===== src/rtl/rs232_pkg.sv =====
// Shared definitions for the oversampling RS232 receiver: FSM state codes,
// parity-mode constants and bit-timing helpers.
package rs232_pkg;

    localparam int unsigned PARITY_NONE = 0;
    localparam int unsigned PARITY_ODD  = 1;
    localparam int unsigned PARITY_EVEN = 2;

    typedef logic [2:0] rs232_state_t;

    localparam rs232_state_t StIdle     = 3'd0;
    localparam rs232_state_t StStart    = 3'd1;
    localparam rs232_state_t StData     = 3'd2;
    localparam rs232_state_t StParity   = 3'd3;
    localparam rs232_state_t StStop     = 3'd4;
    localparam rs232_state_t StWaitHigh = 3'd5;

    // Clocks per bit, rounded to nearest.
    function automatic int unsigned rs232_div(input int unsigned clock_freq,
                                              input int unsigned baud_rate);
        return (clock_freq + baud_rate / 2) / baud_rate;
    endfunction

    function automatic int unsigned rs232_cnt_width(input int unsigned div);
        return (div < 2) ? 1 : $clog2(div);
    endfunction

endpackage


===== src/rtl/rs232_sync_sample.sv =====
// Two-flop line synchroniser plus bit sampler. With RS232_RX_MAJORITY_EN defined
// each sample is a 2-of-3 vote around the tick and is presented one clock later.
module rs232_sync_sample
    import rs232_pkg::*;
(
    input  logic clock,
    input  logic reset,
    input  logic rxd_i,
    input  logic tick_i,
    output logic line_o,
    output logic sample_valid_o,
    output logic sample_bit_o
);

    logic [1:0] sync_q, sync_d;

    always_comb begin
        sync_d = {sync_q[0], rxd_i};
    end

    always_ff @(posedge clock) begin
        if (reset) begin
            sync_q <= 2'b11;
        end else begin
            sync_q <= sync_d;
        end
    end

    assign line_o = sync_q[1];

`ifdef RS232_RX_MAJORITY_EN
    logic       prev_q, prev_d;
    logic [1:0] pair_q, pair_d;
    logic       pend_q, pend_d;

    // pair_q captures the samples at tick-1 and tick; the third arrives next clock.
    always_comb begin
        prev_d = sync_q[1];
        pair_d = pair_q;
        if (tick_i) begin
            pair_d = {prev_q, sync_q[1]};
        end
        pend_d = tick_i;
    end

    always_ff @(posedge clock) begin
        if (reset) begin
            prev_q <= 1'b1;
            pair_q <= 2'b11;
            pend_q <= 1'b0;
        end else begin
            prev_q <= prev_d;
            pair_q <= pair_d;
            pend_q <= pend_d;
        end
    end

    assign sample_valid_o = pend_q;
    assign sample_bit_o   = (pair_q[1] & pair_q[0]) | (pair_q[1] & sync_q[1]) |
                            (pair_q[0] & sync_q[1]);
`else
    assign sample_valid_o = tick_i;
    assign sample_bit_o   = sync_q[1];
`endif

endmodule


===== src/rtl/rs232_receive_frame.sv =====
// Oversampling RS232 frame receiver with parity/framing/break/overrun reporting and a
// valid/ready output. Optional 2-of-3 majority sampling via RS232_RX_MAJORITY_EN.
module rs232_receive_frame
    import rs232_pkg::*;
#(
    parameter int unsigned CLOCK_FREQ = 133000000,
    parameter int unsigned BAUD_RATE  = 115200,
    parameter int unsigned DATA_BITS  = 8,
    parameter int unsigned PARITY     = 0,
    parameter int unsigned STOP_BITS  = 1
) (
    input  logic                 clock,
    input  logic                 reset,
    input  logic                 rs232_txd,
    output logic [DATA_BITS-1:0] data,
    output logic                 valid,
    input  logic                 ready,
    output logic                 parity_error,
    output logic                 frame_error,
    output logic                 break_detect,
    output logic                 overrun
);

    localparam int unsigned DIV   = rs232_div(CLOCK_FREQ, BAUD_RATE);
    localparam int unsigned CNT_W = rs232_cnt_width(DIV);

    localparam logic [CNT_W-1:0] DIV_M1    = CNT_W'(DIV - 1);
    localparam logic [CNT_W-1:0] HALF_M1   = CNT_W'(DIV / 2 - 1);
    localparam logic [3:0]       LAST_DATA = 4'(DATA_BITS - 1);
    localparam logic [3:0]       LAST_STOP = 4'(STOP_BITS - 1);

    generate
        if (DIV < 8) begin : g_div_check
            $error("rs232_receive_frame: CLOCK_FREQ/BAUD_RATE must be at least 8");
        end
        if (DATA_BITS < 5 || DATA_BITS > 9) begin : g_data_check
            $error("rs232_receive_frame: DATA_BITS must be 5..9");
        end
        if (PARITY > 2) begin : g_parity_check
            $error("rs232_receive_frame: PARITY must be 0, 1 or 2");
        end
        if (STOP_BITS < 1 || STOP_BITS > 2) begin : g_stop_check
            $error("rs232_receive_frame: STOP_BITS must be 1 or 2");
        end
    endgenerate

    logic line;
    logic tick;
    logic sample_valid;
    logic sample_bit;

    rs232_sync_sample u_sync_sample (
        .clock          (clock),
        .reset          (reset),
        .rxd_i          (rs232_txd),
        .tick_i         (tick),
        .line_o         (line),
        .sample_valid_o (sample_valid),
        .sample_bit_o   (sample_bit)
    );

    rs232_state_t         state_q, state_d;
    logic [CNT_W-1:0]     cnt_q, cnt_d;
    logic [3:0]           bit_cnt_q, bit_cnt_d;
    logic [DATA_BITS-1:0] shift_q, shift_d;
    logic                 par_bit_q, par_bit_d;
    logic                 ferr_q, ferr_d;

    logic [DATA_BITS-1:0] data_q, data_d;
    logic                 valid_q, valid_d;
    logic                 perr_q, perr_d;
    logic                 frame_err_q, frame_err_d;
    logic                 brk_q, brk_d;
    logic                 ovr_q, ovr_d;

    logic busy;
    logic frame_done;
    logic new_ferr;
    logic new_perr;
    logic new_brk;
    logic par_xor;
    logic accept;

    assign busy = (state_q == StStart) || (state_q == StData) ||
                  (state_q == StParity) || (state_q == StStop);
    assign tick = busy && (cnt_q == '0);

    always_comb begin
        state_d    = state_q;
        cnt_d      = cnt_q;
        bit_cnt_d  = bit_cnt_q;
        shift_d    = shift_q;
        par_bit_d  = par_bit_q;
        ferr_d     = ferr_q;
        frame_done = 1'b0;
        new_ferr   = ferr_q;

        if (busy) begin
            cnt_d = tick ? DIV_M1 : cnt_q - 1'b1;
        end

        case (state_q)
            StIdle: begin
                if (!line) begin
                    state_d = StStart;
                    cnt_d   = HALF_M1;
                end
            end
            StStart: begin
                if (sample_valid) begin
                    if (sample_bit) begin
                        state_d = StIdle;
                    end else begin
                        state_d   = StData;
                        bit_cnt_d = 4'd0;
                        ferr_d    = 1'b0;
                        par_bit_d = 1'b0;
                    end
                end
            end
            StData: begin
                if (sample_valid) begin
                    shift_d = {sample_bit, shift_q[DATA_BITS-1:1]};
                    if (bit_cnt_q == LAST_DATA) begin
                        bit_cnt_d = 4'd0;
                        state_d   = (PARITY != PARITY_NONE) ? StParity : StStop;
                    end else begin
                        bit_cnt_d = bit_cnt_q + 4'd1;
                    end
                end
            end
            StParity: begin
                if (sample_valid) begin
                    par_bit_d = sample_bit;
                    state_d   = StStop;
                end
            end
            StStop: begin
                if (sample_valid) begin
                    new_ferr = ferr_q | ~sample_bit;
                    ferr_d   = new_ferr;
                    if (bit_cnt_q == LAST_STOP) begin
                        frame_done = 1'b1;
                        // A low stop bit may be a break; wait for the line to recover.
                        state_d    = new_ferr ? StWaitHigh : StIdle;
                    end else begin
                        bit_cnt_d = bit_cnt_q + 4'd1;
                    end
                end
            end
            StWaitHigh: begin
                if (line) begin
                    state_d = StIdle;
                end
            end
            default: begin
                state_d = StIdle;
            end
        endcase
    end

    always_comb begin
        par_xor = (^shift_q) ^ par_bit_q;
        if (PARITY == PARITY_ODD) begin
            new_perr = ~par_xor;
        end else if (PARITY == PARITY_EVEN) begin
            new_perr = par_xor;
        end else begin
            new_perr = 1'b0;
        end
        new_brk = new_ferr && (shift_q == '0) && !par_bit_q;
    end

    assign accept = valid_q & ready;

    always_comb begin
        data_d      = data_q;
        perr_d      = perr_q;
        frame_err_d = frame_err_q;
        brk_d       = brk_q;
        valid_d     = valid_q & ~accept;
        ovr_d       = 1'b0;
        if (frame_done) begin
            if (!valid_q || accept) begin
                data_d      = shift_q;
                perr_d      = new_perr;
                frame_err_d = new_ferr;
                brk_d       = new_brk;
                valid_d     = 1'b1;
            end else begin
                ovr_d = 1'b1;
            end
        end
    end

    always_ff @(posedge clock) begin
        if (reset) begin
            state_q     <= StIdle;
            cnt_q       <= '0;
            bit_cnt_q   <= 4'd0;
            shift_q     <= '0;
            par_bit_q   <= 1'b0;
            ferr_q      <= 1'b0;
            data_q      <= '0;
            valid_q     <= 1'b0;
            perr_q      <= 1'b0;
            frame_err_q <= 1'b0;
            brk_q       <= 1'b0;
            ovr_q       <= 1'b0;
        end else begin
            state_q     <= state_d;
            cnt_q       <= cnt_d;
            bit_cnt_q   <= bit_cnt_d;
            shift_q     <= shift_d;
            par_bit_q   <= par_bit_d;
            ferr_q      <= ferr_d;
            data_q      <= data_d;
            valid_q     <= valid_d;
            perr_q      <= perr_d;
            frame_err_q <= frame_err_d;
            brk_q       <= brk_d;
            ovr_q       <= ovr_d;
        end
    end

    assign data         = data_q;
    assign valid        = valid_q;
    assign parity_error = perr_q;
    assign frame_error  = frame_err_q;
    assign break_detect = brk_q;
    assign overrun      = ovr_q;

endmodule

===== config.mk =====
export PLATFORM = sky130hd
export DESIGN_NAME = rs232_receive_frame
export DESIGN_NICKNAME = d
export VERILOG_FILES = /design/src/rtl/rs232_pkg.sv /design/src/rtl/rs232_sync_sample.sv /design/src/rtl/rs232_receive_frame.sv
export SDC_FILE = /design/constraint.sdc
export NUM_CORES = 1
export LEC_CHECK = 0
export BUFFER_PORTS_ARGS = -buffer_cell sky130_fd_sc_hd__buf_2
export CORE_MARGIN = 4
export CORE_UTILIZATION = 63
export CTS_CLUSTER_DIAMETER = 200
export DETAILED_ROUTE_END_ITERATION = 8
export PLACE_DENSITY = 0.94
export SLEW_MARGIN = 20
export SYNTH_ARGS = -nofsm -noshare
export SYNTH_HDL_FRONTEND = slang
export SYNTH_SLANG_ARGS = --single-unit

===== constraint.sdc =====
create_clock -name clock -period 5.8 [get_ports clock]
set_clock_uncertainty 0.2 [all_clocks]
set_input_delay 0.58 -clock clock [delete_from_list [all_inputs] [get_ports clock]]
set_output_delay 0.58 -clock clock [all_outputs]
set_load 0.02 [all_outputs]

## Word level (Yosys, flattened, before mapping)

Cells that the tools add are included.

- Register bits after elaboration: 42
- Input port bits: 4
- Output and inout bits: 13
- Logic and storage cells: 94

- Add/sub/neg operators: 2
- Eq/ne operators: 16
- Muxes and demuxes: 35
- Bitwise logic cells: 6
- Reduce and logical (&&, ||, !) cells: 23

Operator list:

| operator | count |
|---|---|
| two-way mux 11 bit | 4 |
| two-way mux 3 bit | 9 |
| two-way mux 4 bit | 6 |
| case mux 3 bit (6 select lines) | 1 |
| inequality test 2 bit, second input constant | 7 |
| case mux 4 bit (3 select lines) | 1 |
| zero test 11 bit | 1 |
| two-way mux 1 bit | 11 |
| subtractor 11 x 1 -> 11 bit, second input constant | 1 |
| zero test 8 bit | 1 |
| AND reduction 8 bit | 1 |
| equality test 3 x 2 -> 1 bit, second input constant | 2 |
| equality test 3 bit, second input constant | 2 |
| inequality test 2 x 1 -> 1 bit, second input constant | 3 |
| AND reduction 6 bit | 1 |
| adder 4 x 1 -> 4 bit, second input constant | 1 |
| equality test 4 x 3 -> 1 bit, second input constant | 1 |
| zero test 4 bit | 1 |
| logical OR 1 bit | 4 |
| case mux 1 bit (2 select lines) | 2 |
| AND reduction 2 bit | 2 |
| AND reduction 4 bit | 1 |
| nonzero test 2 bit | 2 |
| equality test 3 x 1 -> 1 bit, second input constant | 1 |
| 10 further kinds | 16 |

## Logic depth before layout (Yosys ltp)

Gate-level depths: netlist of the first run.

- Depth after elaboration: 9
- Gate-level depth with buffers: 8
- Mapped depth without buffers: 6

## By module

Synthesis of the first run repeated with hierarchy kept, for this count alone.

- Cell total of the unflattened synthesis: 232
- Area, all modules: 2034.5 um2

Modules (own cells, without submodules):

| module | times used | cells each | area an instance (um2) | seq. area each (um2) |
|---|---|---|---|---|
| rs232_receive_frame | 1 | 226 | 1966.9 | 800.8 |
| rs232_sync_sample | 1 | 6 | 67.6 | 40.0 |

## Worst setup path after synthesis of the first run

Ideal clock, no wire load.

- Path type: register to register
- Start: reg bit_cnt_q[0]
- End: reg frame_err_q (netlist: frame_error)
- Library setup time: 0.088 ns
- Data arrival time: 1.546 ns
- Required time: 5.512 ns
- Slack: 3.966 ns
- Stages on the path, launching flop included: 8
- Path buffers: 1
- Clock period less this slack: 1.834 ns
- Path through: dfxtp_1 > inv_1 > ha_1 > nor3b_1 > and3_2 > buf_6 > a21oi_2 > a311oi_2

- Longest elaborated chain between the ends: 5

RTL lines:

| item | line | source |
|---|---|---|
| start, declared | rs232_receive_frame.sv:64 | `logic [3:0] bit_cnt_q, bit_cnt_d;` |
| start signal, assigned | rs232_receive_frame.sv:213 | `bit_cnt_q <= bit_cnt_d;` |
| zero test 4 bit | rs232_receive_frame.sv:142 | `if (bit_cnt_q == LAST_STOP) begin` |
| two-way mux 1 bit | rs232_receive_frame.sv:142 |  |
| two-way mux 1 bit | rs232_receive_frame.sv:139 | `if (sample_valid) begin` |
| two-way mux 1 bit | rs232_receive_frame.sv:102 | `case (state_q)` |
| AND reduction 2 bit (no line) | - |  |
| end signal, assigned | rs232_receive_frame.sv:220 | `frame_err_q <= frame_err_d;` |
| end, declared | rs232_receive_frame.sv:72 | `logic frame_err_q, frame_err_d;` |

Every way passes these cells.
A chain may end at the register's enable or synchronous reset.

## Worst setup path after layout of the first run

- Start: reg cnt_q[0]
- End: reg brk_q (netlist: break_detect)

- Longest elaborated chain between the ends: 6
- Elaborated cells on any way between the ends: 9
- Classes of those cells: 4 x mux; 5 x reduce/logical

RTL lines:

| item | line | source |
|---|---|---|
| start, declared | rs232_receive_frame.sv:63 | `logic [CNT_W-1:0] cnt_q, cnt_d;` |
| start signal, assigned | rs232_receive_frame.sv:212 | `cnt_q <= cnt_d;` |
| zero test 11 bit * | rs232_receive_frame.sv:86 | `assign tick = busy && (cnt_q == '0);` |
| logical AND 1 bit * | rs232_receive_frame.sv:86 |  |
| two-way mux 1 bit | - |  |
| two-way mux 1 bit | rs232_receive_frame.sv:102 |  |
| logical AND 1 bit (2 in a row) | rs232_receive_frame.sv:171 | `new_brk = new_ferr && (shift_q == '0) && !par_bit_q;` |
| end signal, assigned | rs232_receive_frame.sv:221 | `brk_q <= brk_d;` |
| end, declared | rs232_receive_frame.sv:73 | `logic brk_q, brk_d;` |

Mark *: on every way between the ends. The rest lies on a longest branch, timed or not.

==> results by group, run 1 <==
STA
  • RSZ-0062 raised after global routing: false
  • Pins Over Slew Limit: 0
  • Final Cycle Share: between 40% and 50%
  • # setup viols final: 0
  • Setup total negative slack: 0 ns
  • Final Hold Violating Endpoints: 0
  • Least-Margin Pin Slew: 0.980 ns
  • Worst slew margin: between 30% and 40%
  • Fmax: approximately 0.36 GHz
  • Tmin final: 2.77 ns

Worst setup path
  • Critical Path Sink Type: register
  • R2R Path End: break_detect
  • Crit start category: register
  • Worst Setup SP: cnt_q[0]
  • Reg2reg setup slack: 3.03 ns
  • Slowest cell delay on critical path: approximately 0.86 ns
  • Crit path DAT: 2.84 ns
  • Critical path's top delay family: simple AND/OR/NAND/NOR gates
  • Crit-path slowest cell: and3_1
  • Critical Path, Cell by Cell: inv_1 -> ha_1 -> nor4b_4 -> and3_1 -> a21oi_1 -> o41ai_1
  • Critical path class: register to register
  • Worst R2R Start: cnt_q[0]
  • CP bufs+invs: 1
  • Worst Path Max Fanout: 30
  • Reg2reg path depth: 6
  • WP data required: ~5.9 ns

Clocking
  • Worst skew pair latency: between 0.3 and 0.4 ns
  • Post-CTS resize count: 0
  • Clock Sink Count: 42
  • Post-CTS Setup Inserts: 0
  • CTS H-tree lvls: 2
  • CTS clk-pin slew, worst paths: roughly 0.13 ns
  • Maximum buffer depth of the clock tree: 2
  • CTS tree: done
  • Root Driver: clkbuf_4
  • Hold-fix buffers, CTS: 0
  • CTS buffer count: 5

Layout
  • Register area: between 800 and 900 sq um
  • Filler cells: approximately 260
  • Fin cells: between 200 and 300
  • Fin area: around 2300 sq um
  • Area delta synth->final: 6.60%
  • ANT cells: 0
  • Nets: between 200 and 300
  • Footprint of the multi-input gates: around 1200 sq um
  • Core Util, Final: 72.4%
  • Layout cell share with drive strength beyond 1: between 10% and 20%

Placed design
  • Routability-driven placement congestion ratio: 0.884
  • DP HPWL: around 3200 um
  • Placed Area: 2180 sq um
  • Port bufs: 15
  • Dpl cells: between 200 and 300

Route
  • Drt pass-1 iters: 4
  • Wirelength per Cell: approximately 16 um
  • DRC viols: 0
  • DRT Wirelength: around 4800 um
  • Routed vias/inst: approximately 6.6
  • Antenna viol nets, final: 0
  • Initial DRC count: between 150 and 200
  • Via count: approximately 1,900

GRT
  • Remaining Overflow, GRT: 0
  • Vias in the first global route: approximately 1,800
  • Total GRT Usage: 24.5%
  • Largest net degree at the start of global routing: 39
  • First-pass GRT wire length: slightly above 8000 um
  • Initial antenna violation count: 0

Hold path
  • Hold Crit Depth: 2
  • Worst min-delay path endpoint: u_sync_sample.sync_q[0]
  • Hold path startpoint: rs232_txd
  • Min-Delay Path Class: input port to register

Run status
  • Outcome: completed

Synthesis
  • Post-Synthesis Cell Area: roughly 2100 sq um
  • Top FF cell, synth: dfxtp_1
  • Post-synth EDFFs: 0
  • #FFs+latches synth: 42
  • Number of library cell types mapped by synthesis: 57
  • Cells after Synth: 244
  • Share of async-settable or async-resettable flops after synthesis: 0%
  • Ys Warns: 0
  • Post-synthesis sequential area ratio: 39.3%
  • Average cell area after synthesis: approximately 9 sq um
  • Post-Syn Nets: 252

Floorplan
  • Die area: 4400 sq um
  • Core Area: 3150 sq um
  • Initial core utilization: between 60% and 70%
  • Die W: 66.3 um
  • I/O pin total: 17
  • Die height: ~66 um
  • FP Rows: 20

Power
  • Comb pwr share: under 10%
  • Int Power: between 400 and 500 uW
  • Pleak: 0.822 nW
  • Power Total: just under 600 uW
  • Clock power frac: between 40% and 50%
  • Sw frac: 24.8%
  • Sw Pwr: about 150 uW
  • Power Density: between 200 and 300 nW/um^2
  • Seq pwr share: between 50% and 60%
  • VDD IR max: about 0.00021 V

Flow run
  • Max_cap viols: 0
sequential cells by signal, indices dropped and copies added, names as in the netlist, 2 cells and up:
signal	count
data	8
u_sync_sample.sync_q	2
bit_cnt_q	4
shift_q	8
cnt_q	11
state_q	3
routing by layer:
metal	wire length (um)	vias up	global-route usage, %
li1	-	919	-
met1	2020	930	30.9
met2	2350	75	38.4
met3	321	12	6.29
met4	105	0	12.4
met5	0	-	0
how the worst max path moves through the flow:
stage                   end  slack [ns]  depth (start not counted)
5_1_grt        break_detect        2.79                          6
3_3_place_gp   break_detect        3.25                          6
3_5_place_dp   break_detect        3.10                          6
2_1_floorplan   frame_error        3.97                          7
6_report       break_detect        3.03                          6
4_1_cts        break_detect        3.03                          6
cells by family (layout without fill, tap and decap cells):
family | Yosys count | count (layout) | share of synthesized area [%]
xor+xnor | 6 | 6 | 2.45
mux | 2 | 2 | 0.935
fa+ha+maj | 4 | 4 | 2.34
simple gates | 92 | 92 | 26.6
compound gates | 75 | 75 | 22.8
flops | 42 | 42 | 39.3
buf+inv | 22 | 29 | 5.49
other cells | 1 | 1 | 0.175
cell type report:
cell class / instances / share of cell area, %
clock buffers: 5 / 1.64
multi-input cells: 180 / 51.8
clock inverters: 3 / 3.01
well taps: 44 / 2.41
flip-flops and latches: 42 / 36.8
repair buffers: 15 / 3.29
inverters: 6 / 0.986
placed cells by master, fill, tap and decap left out, types with 3 or more instances in the layout:
cell type	n
nand3_1	23
ha_1	4
a211oi_1	5
nor2_1	12
nand2b_1	6
a21oi_1	26
inv_1	6
xor2_1	4
clkbuf_4	5
or2b_1	4
buf_2	15
nor3_1	7
or4_1	3
nand2_1	12
nand4_1	4
o31ai_1	3
o21ai_0	16
dfxtp_1	42
a21o_1	3
cell usage after synthesis (all sizes together) (2+ instances only):
| cell | n | share of area [%] |
|---|---|---|
| nor2b | 2 | 0.58 |
| or2b | 4 | 1.4 |
| inv | 6 | 1.1 |
| nor3 | 7 | 1.6 |
| xnor2 | 2 | 0.82 |
| or4 | 4 | 1.5 |
| buf | 8 | 3.0 |
| ha | 4 | 2.3 |
| a21o | 3 | 1.1 |
| dfxtp | 42 | 39 |
| nand2 | 12 | 2.1 |
| nor3b | 3 | 2.1 |
| a311oi | 3 | 1.5 |
| a211oi | 5 | 1.8 |
| and3 | 2 | 0.64 |
| nor4 | 3 | 1.6 |
| a21oi | 28 | 6.9 |
| o41ai | 2 | 0.82 |
| xor2 | 4 | 1.6 |
| or3b | 2 | 0.82 |
| nand2b | 6 | 1.8 |
| nor4b | 2 | 1.5 |
| mux2i | 2 | 0.93 |
| o21ai | 17 | 4.1 |
| nand4 | 4 | 1.2 |
| a31oi | 2 | 0.58 |
| clkbuf | 8 | 1.4 |
| o31ai | 3 | 1.1 |
| nor2 | 12 | 2.1 |
| nand3 | 23 | 5.4 |
| or2 | 2 | 0.58 |
| o32ai | 2 | 0.82 |
| o211ai | 2 | 0.70 |
metrics by stage:
| step | hold WS, ns | setup WS (ns) |
|---|---|---|
| after floorplan | 0.189 | 3.97 |
| after global placement | 0.194 | 3.25 |
| after detailed placement | 0.216 | 3.10 |
| after CTS | 0.174 | 3.03 |
| after global routing | 0.181 | 2.79 |
| final | 0.192 | 3.03 |
power by group through the flow:
| stage | combinational [mW] | clock (mW) | sequential (mW) |
|---|---|---|---|
| 4_1_cts | 0.0515 | 0.242 | 0.296 |
| 5_1_grt | 0.0579 | 0.254 | 0.297 |
| 3_3_place_gp | 0.0500 | 0 | 0.302 |
| 3_5_place_dp | 0.0506 | 0 | 0.302 |
| 2_1_floorplan | 0.0471 | 0 | 0.301 |
| 6_report | 0.0522 | 0.237 | 0.296 |
worst register-to-register path, cell delays in order, from the launching register on:
cell     delay (ns)
dfxtp_1        0.36
inv_1          0.12
ha_1           0.16
nor4b_4        0.27
and3_1         0.86
a21oi_1        0.30
o41ai_1        0.42
(Power assumes the default switching activity.)
==> run 2, diff against run 1 <==
--- a/config.mk
+++ b/config.mk
@@ -7,10 +7,10 @@
 export LEC_CHECK = 0
 export BUFFER_PORTS_ARGS = -buffer_cell sky130_fd_sc_hd__buf_2
 export CORE_MARGIN = 4
-export CORE_UTILIZATION = 63
+export CORE_UTILIZATION = 59
 export CTS_CLUSTER_DIAMETER = 200
 export DETAILED_ROUTE_END_ITERATION = 8
-export PLACE_DENSITY = 0.94
+export PLACE_DENSITY = 0.9
 export SLEW_MARGIN = 20
 export SYNTH_ARGS = -nofsm -noshare
 export SYNTH_HDL_FRONTEND = slang
==> constraint.sdc (replaced) <==
create_clock -name clock -period 2.8 [get_ports clock]
set_clock_uncertainty 0.2 [all_clocks]
set_input_delay 0.28 -clock clock [delete_from_list [all_inputs] [get_ports clock]]
set_output_delay 0.28 -clock clock [all_outputs]
set_load 0.02 [all_outputs]
==> results by group, run 2 (synthesized netlist as in run 1, its figures left out) <==
GRT
  • Met3 Usage GRT: 5.42%
  • Total GRT Usage: between 20 and 25%
  • Initial antenna violation count: 0
  • GR Util met1: between 20% and 30%
  • Vias in the first global route: 1,687
  • First-pass GRT wire length: between 7000 and 8000 um
  • GRT busiest layer: met2
  • Largest net degree at the start of global routing: 39
  • Met2 Track Usage GR: about a third
  • Remaining Overflow, GRT: 0

Clocking
  • Root Driver: clkbuf_4
  • Post-CTS resize count: 0
  • CTS tree: done
  • CTS H-tree lvls: 2
  • Worst skew pair latency: between 0.3 and 0.4 ns
  • CTS clk-pin slew, worst paths: between 0.1 and 0.15 ns
  • Maximum buffer depth of the clock tree: 2
  • CTS buffer count: 5
  • Clock Sink Count: 42

Floorplan
  • FP Rows: 21
  • Die W: 68.3 um
  • Die height: ~68 um
  • I/O pin total: 17
  • Die area: ~4700 sq um
  • Initial core utilization: 62.7%
  • Core Area: ~3400 sq um

Route
  • DRT Wirelength: 4560 um
  • Drt pass-1 iters: 5
  • Initial DRC count: 156
  • Wirelength per Cell: about 15 um
  • Via count: about 1,800
  • Antenna viol nets, final: 0
  • Routed vias/inst: approximately 6.2
  • DRC viols: 0

Worst setup path
  • Worst Path Max Fanout: 18
  • WP data required: just under 3 ns
  • Crit start category: register
  • Reg2reg setup slack: about 0.46 ns
  • Crit-path slowest cell: nand3_1
  • Critical path's top delay family: simple AND/OR/NAND/NOR gates
  • Worst R2R Start: cnt_q[0]
  • CP bufs+invs: 1
  • Critical path class: register to register
  • Critical Path Sink Type: register
  • Crit path DAT: 2.43 ns
  • Slowest cell delay on critical path: between 0.5 and 0.6 ns
  • Critical Path, Cell by Cell: inv_1 -> ha_1 -> nor4b_4 -> nand3_1 -> a211oi_1 -> mux2i_1
  • Reg2reg path depth: 6
  • R2R Path End: state_q[0]

Flow run
  • Max_cap viols: 0

Power
  • Seq pwr share: between 50% and 60%
  • Clock power frac: between 20 and 30%
  • Sw frac: between 20 and 30%
  • Sw Pwr: between 200 and 300 uW
  • Power Density: 455 nW/um^2
  • Comb pwr share: a little over a tenth
  • Int Power: 735 uW
  • VDD IR max: between 0.0003 and 0.0004 V
  • Pleak: approximately 0.81 nW

STA
  • Tmin final: between 2 and 2.5 ns
  • Worst slew margin: roughly half
  • # setup viols final: 0
  • RSZ-0062 raised after global routing: false
  • Setup total negative slack: 0 ns
  • Final Cycle Share: a little over four fifths
  • Pins Over Slew Limit: 0
  • Fmax: 0.427 GHz
  • Least-Margin Pin Slew: 0.746 ns
  • Final Hold Violating Endpoints: 0

Layout
  • Footprint of the multi-input gates: ~1200 sq um
  • Layout cell share with drive strength beyond 1: ~16%
  • Max reg flops: 11
  • Most frequent cells in the layout: dfxtp_1 (42), a21oi_1 (26), nand3_1 (23)
  • Filler cells: 300
  • Area delta synth->final: 5.32%
  • ANT cells: 0
  • Core Util, Final: about two thirds
  • Largest register by flop count: cnt_q
  • Nets: 260
  • Register area: between 800 and 900 sq um
  • Most common cell after layout, fill and taps aside: dfxtp_1

Hold path
  • Hold path startpoint: ready
  • Hold Crit Depth: 3
  • Min-Delay Path Class: input port to register
  • Worst min-delay path endpoint: valid

Placed design
  • Port bufs: 15
  • DP HPWL: 3110 um
  • Routability-driven placement congestion ratio: between 0.8 and 0.9

Run status
  • Outcome: completed
-- run 2: cell types whose count changed in the layout (fill, tap and decap cells not counted), sizes merged --
| cell | previous run | this run |
|---|---|---|
| dlygate4sd3 | 0 | 1 |
| bufinv | 2 | 0 |
| buf | 15 | 16 |
| clkinvlp | 0 | 1 |
| clkinv | 1 | 2 |
-- run 2: worst max path at each step --
stage	startpoint	to	slack [ns]	depth (start not counted)
finish	cnt_q[0]	state_q[0]	0.46	6
global route	cnt_q[0]	state_q[0]	0.23	6
CTS	cnt_q[0]	state_q[0]	0.47	6
detailed placement	cnt_q[0]	break_detect	0.49	6
global placement	cnt_q[0]	state_q[0]	0.57	6
floorplan	bit_cnt_q[0]	frame_error	0.97	7
-- run 2: power by group through the flow --
stage	clock network (mW)	registers [mW]	logic, mW
after floorplan	0	0.623	0.0975
after global placement	0	0.626	0.108
after detailed placement	0	0.626	0.110
after CTS	0.308	0.613	0.111
after global routing	0.338	0.615	0.125
final	0.301	0.613	0.112
-- run 2: what timing repair did --
action,CTS,global route
setup endpoints to repair,0,0
hold buffers,1,0
hold endpoints to repair,1,0
buffers inserted,0,0
-- run 2: worst reg2reg max path, cell delays in order (launching register included) --
cell and delay, ns:
dfxtp_1 0.35, inv_1 0.12, ha_1 0.16, nor4b_4 0.24, nand3_1 0.52, a211oi_1 0.49
mux2i_1 0.21
-- run 2: per-layer routing --
layer	wire length, um	vias to the layer above
li1	-	918
met1	2120	875
met2	2200	46
met3	191	8
met4	48	0
met5	0	-
-- run 2: cell type report --
cell class	instances	share of cell area, %
timing repair buffer	17	4.10
tap	46	2.55
clock inverter	3	0.943
clock buffer	5	1.66
inverter	6	0.998
sequential	42	37.3
multi-input combinational	180	52.5
-- run 2: per-stage QoR --
step / total power, mW / hold WS (ns) / cells / instance area (sq um) / setup WS (ns)
6_report: 1.03 / 0.0640 / 299 / 2260 / 0.461
5_1_grt: 1.08 / 0.0558 / 299 / 2260 / 0.230
4_1_cts: 1.03 / 0.0515 / 299 / 2260 / 0.473
3_5_place_dp: 0.736 / 0.218 / 290 / 2190 / 0.489
3_3_place_gp: 0.733 / 0.191 / 290 / 2190 / 0.567
2_1_floorplan: 0.721 / 0.184 / 244 / 2140 / 0.966
==> run 3, diff against run 2 <==
--- a/config.mk
+++ b/config.mk
@@ -7,10 +7,10 @@
 export LEC_CHECK = 0
 export BUFFER_PORTS_ARGS = -buffer_cell sky130_fd_sc_hd__buf_2
 export CORE_MARGIN = 4
-export CORE_UTILIZATION = 59
+export CORE_UTILIZATION = 53
 export CTS_CLUSTER_DIAMETER = 200
 export DETAILED_ROUTE_END_ITERATION = 8
-export PLACE_DENSITY = 0.9
+export PLACE_DENSITY = 0.86
 export SLEW_MARGIN = 20
 export SYNTH_ARGS = -nofsm -noshare
 export SYNTH_HDL_FRONTEND = slang
==> constraint.sdc (replaced) <==
create_clock -name clock -period 2.13 [get_ports clock]
set_clock_uncertainty 0.2 [all_clocks]
set_input_delay 0.213 -clock clock [delete_from_list [all_inputs] [get_ports clock]]
set_output_delay 0.213 -clock clock [all_outputs]
set_load 0.02 [all_outputs]
==> results by group, run 3 (synthesized netlist as in run 1, its figures left out) <==
Run status
  • Outcome: completed

Worst setup path
  • Worst Path Max Fanout: 12
  • Critical Path Sink Type: register
  • Reg2reg setup slack: roughly 0.11 ns
  • Crit start category: register
  • Crit path DAT: slightly above 2 ns
  • Critical path class: register to register
  • WP data required: ~2.1 ns

Floorplan
  • Die area: between 5000 and 6000 sq um
  • Die height: between 70 and 80 um
  • I/O pin total: 17
  • Core Area: approximately 3800 sq um
  • Initial core utilization: 56.8%
  • Die W: between 70 and 80 um
  • FP Rows: 22

Clocking
  • Worst skew pair latency: roughly 0.3 ns
  • Clock Sink Count: 42
  • CTS H-tree lvls: 2
  • CTS buffer count: 5
  • CTS clk-pin slew, worst paths: approximately 0.080 ns
  • Maximum buffer depth of the clock tree: 2
  • Post-CTS Setup Inserts: 0
  • Root Driver: clkbuf_8
  • CTS tree: done

GRT
  • Initial antenna violation count: 0
  • First-pass GRT wire length: roughly 8000 um
  • Remaining Overflow, GRT: 0
  • Total GRT Usage: 19.4%
  • Vias in the first global route: between 1,500 and 2,000
  • Largest net degree at the start of global routing: 26

Power
  • VDD IR max: 0.000551 V
  • Int Power: roughly 1.1 mW
  • Comb pwr share: a little under an eighth
  • Sw Pwr: ~410 uW
  • Power Total: 1.50 mW
  • Sw frac: 27.4%
  • Clock power frac: 35.0%
  • Seq pwr share: 53.8%
  • Pleak: roughly 0.86 nW
  • Power Density: between 600 and 700 nW/um^2

STA
  • RSZ-0062 raised after global routing: false
  • Setup total negative slack: 0 ns
  • Fmax: between 0.4 and 0.5 GHz
  • # setup viols final: 0
  • Final Hold Violating Endpoints: 0
  • Pins Over Slew Limit: 0
  • Final Cycle Share: 94.8%
  • Tmin final: 2.02 ns

Layout
  • Most common cell after layout, fill and taps aside: dfxtp_1
  • Max reg flops: 11
  • Area delta synth->final: 10.2%
  • Largest register by flop count: cnt_q
  • ANT cells: 0
  • Most frequent cells in the layout: dfxtp_1 (41), a21oi_1 (26), nand3_1 (22)
  • Filler cells: approximately 320
  • Layout cell share with drive strength beyond 1: 19.9%
  • Nets: roughly 270

Route
  • WL met2: about 2300 um
  • DRT Wirelength: 4760 um
  • Metal3 WL: between 200 and 300 um
  • Via count: approximately 1,900
  • Wirelength per Cell: ~15 um
  • DRC viols: 0
  • Initial DRC count: approximately 240
  • Top layer in use: met4
  • Routed vias/inst: 6.13
  • Antenna viol nets, final: 0
  • Metal-1 WL: ~2200 um
  • Drt pass-1 iters: 4

Placed design
  • DP HPWL: ~3400 um
  • Port bufs: 15
  • Routability-driven placement congestion ratio: around 0.83

Flow run
  • Max_cap viols: 0

Hold path
  • Min-Delay Path Class: input port to register
[run 3: changes by cell type in the layout (fill, tap and decap cells not counted)]
cell	change
clkbuf_8	+5
inv_6	+1
and3_2	+1
clkinv_4	-1
dfxtp_1	-1
clkinv_2	-1
nand3_1	-1
and3_1	-1
clkinvlp_4	+1
buf_4	+8
clkbuf_4	-5
nand3_2	+1
dfxtp_2	+1
[run 3: final timing paths]
check | start | endpoint | cells past startpoint
setup / recovery | cnt_q[0] | frame_error | 7
hold / removal | ready | overrun | 3
setup reg to reg | cnt_q[0] | frame_error | 7
hold reg to reg | u_sync_sample.sync_q[0] | u_sync_sample.sync_q[1] | 1
[run 3: metal layers]
metal | up-vias | GRT usage [%]
met4 | 0 | 7.10
li1 | 935 | -
met5 | - | 0
met2 | 64 | 32.4
met3 | 4 | 3.79
met1 | 892 | 24.7
[run 3: final cells by class]
cell class,count,area (sq um),share of cell area (%)
clock inverters,3,23.8,1.01
clock buffers,5,68.8,2.92
inverters,6,22.5,0.954
repair buffers,25,153,6.47
well taps,48,60.1,2.55
multi-input cells,180,1190,50.4
flip-flops and latches,42,842,35.7
[run 3: worst max-delay path, stage by stage, from the launching register on]
cell and delay (ns):
dfxtp_1 0.34, inv_1 0.12, ha_1 0.17, nor4b_4 0.27, and3_2 0.31, buf_4 0.22, a21oi_2 0.07, a311oi_2 0.23
[run 3: repair_timing]
item	4_1_cts	5_1_grt
endpoints found under the hold margin	1	0
setup endpoints to repair	0	17
resized for setup	0	3
hold buffers	1	0
[run 3: power by group through the flow]
| stage | Combinational (mW) | Clock (mW) | Sequential, mW |
|---|---|---|---|
| floorplan | 0.128 | 0 | 0.819 |
| global placement | 0.156 | 0 | 0.822 |
| detailed placement | 0.161 | 0 | 0.822 |
| CTS | 0.163 | 0.534 | 0.804 |
| global route | 0.181 | 0.569 | 0.805 |
| finish | 0.169 | 0.523 | 0.804 |
[run 3: stage by stage]
step	std cells	hold WS [ns]	util (%)	area, sq um	setup slack, ns
2_1_floorplan	244	0.117	-	2140	0.296
3_3_place_gp	300	0.195	59.7	2250	0.173
3_5_place_dp	300	0.197	59.7	2250	0.0970
4_1_cts	309	0.0495	62.4	2350	0.0631
5_1_grt	309	0.0631	62.6	2360	0.000110
6_report	309	0.0628	62.6	2360	0.110
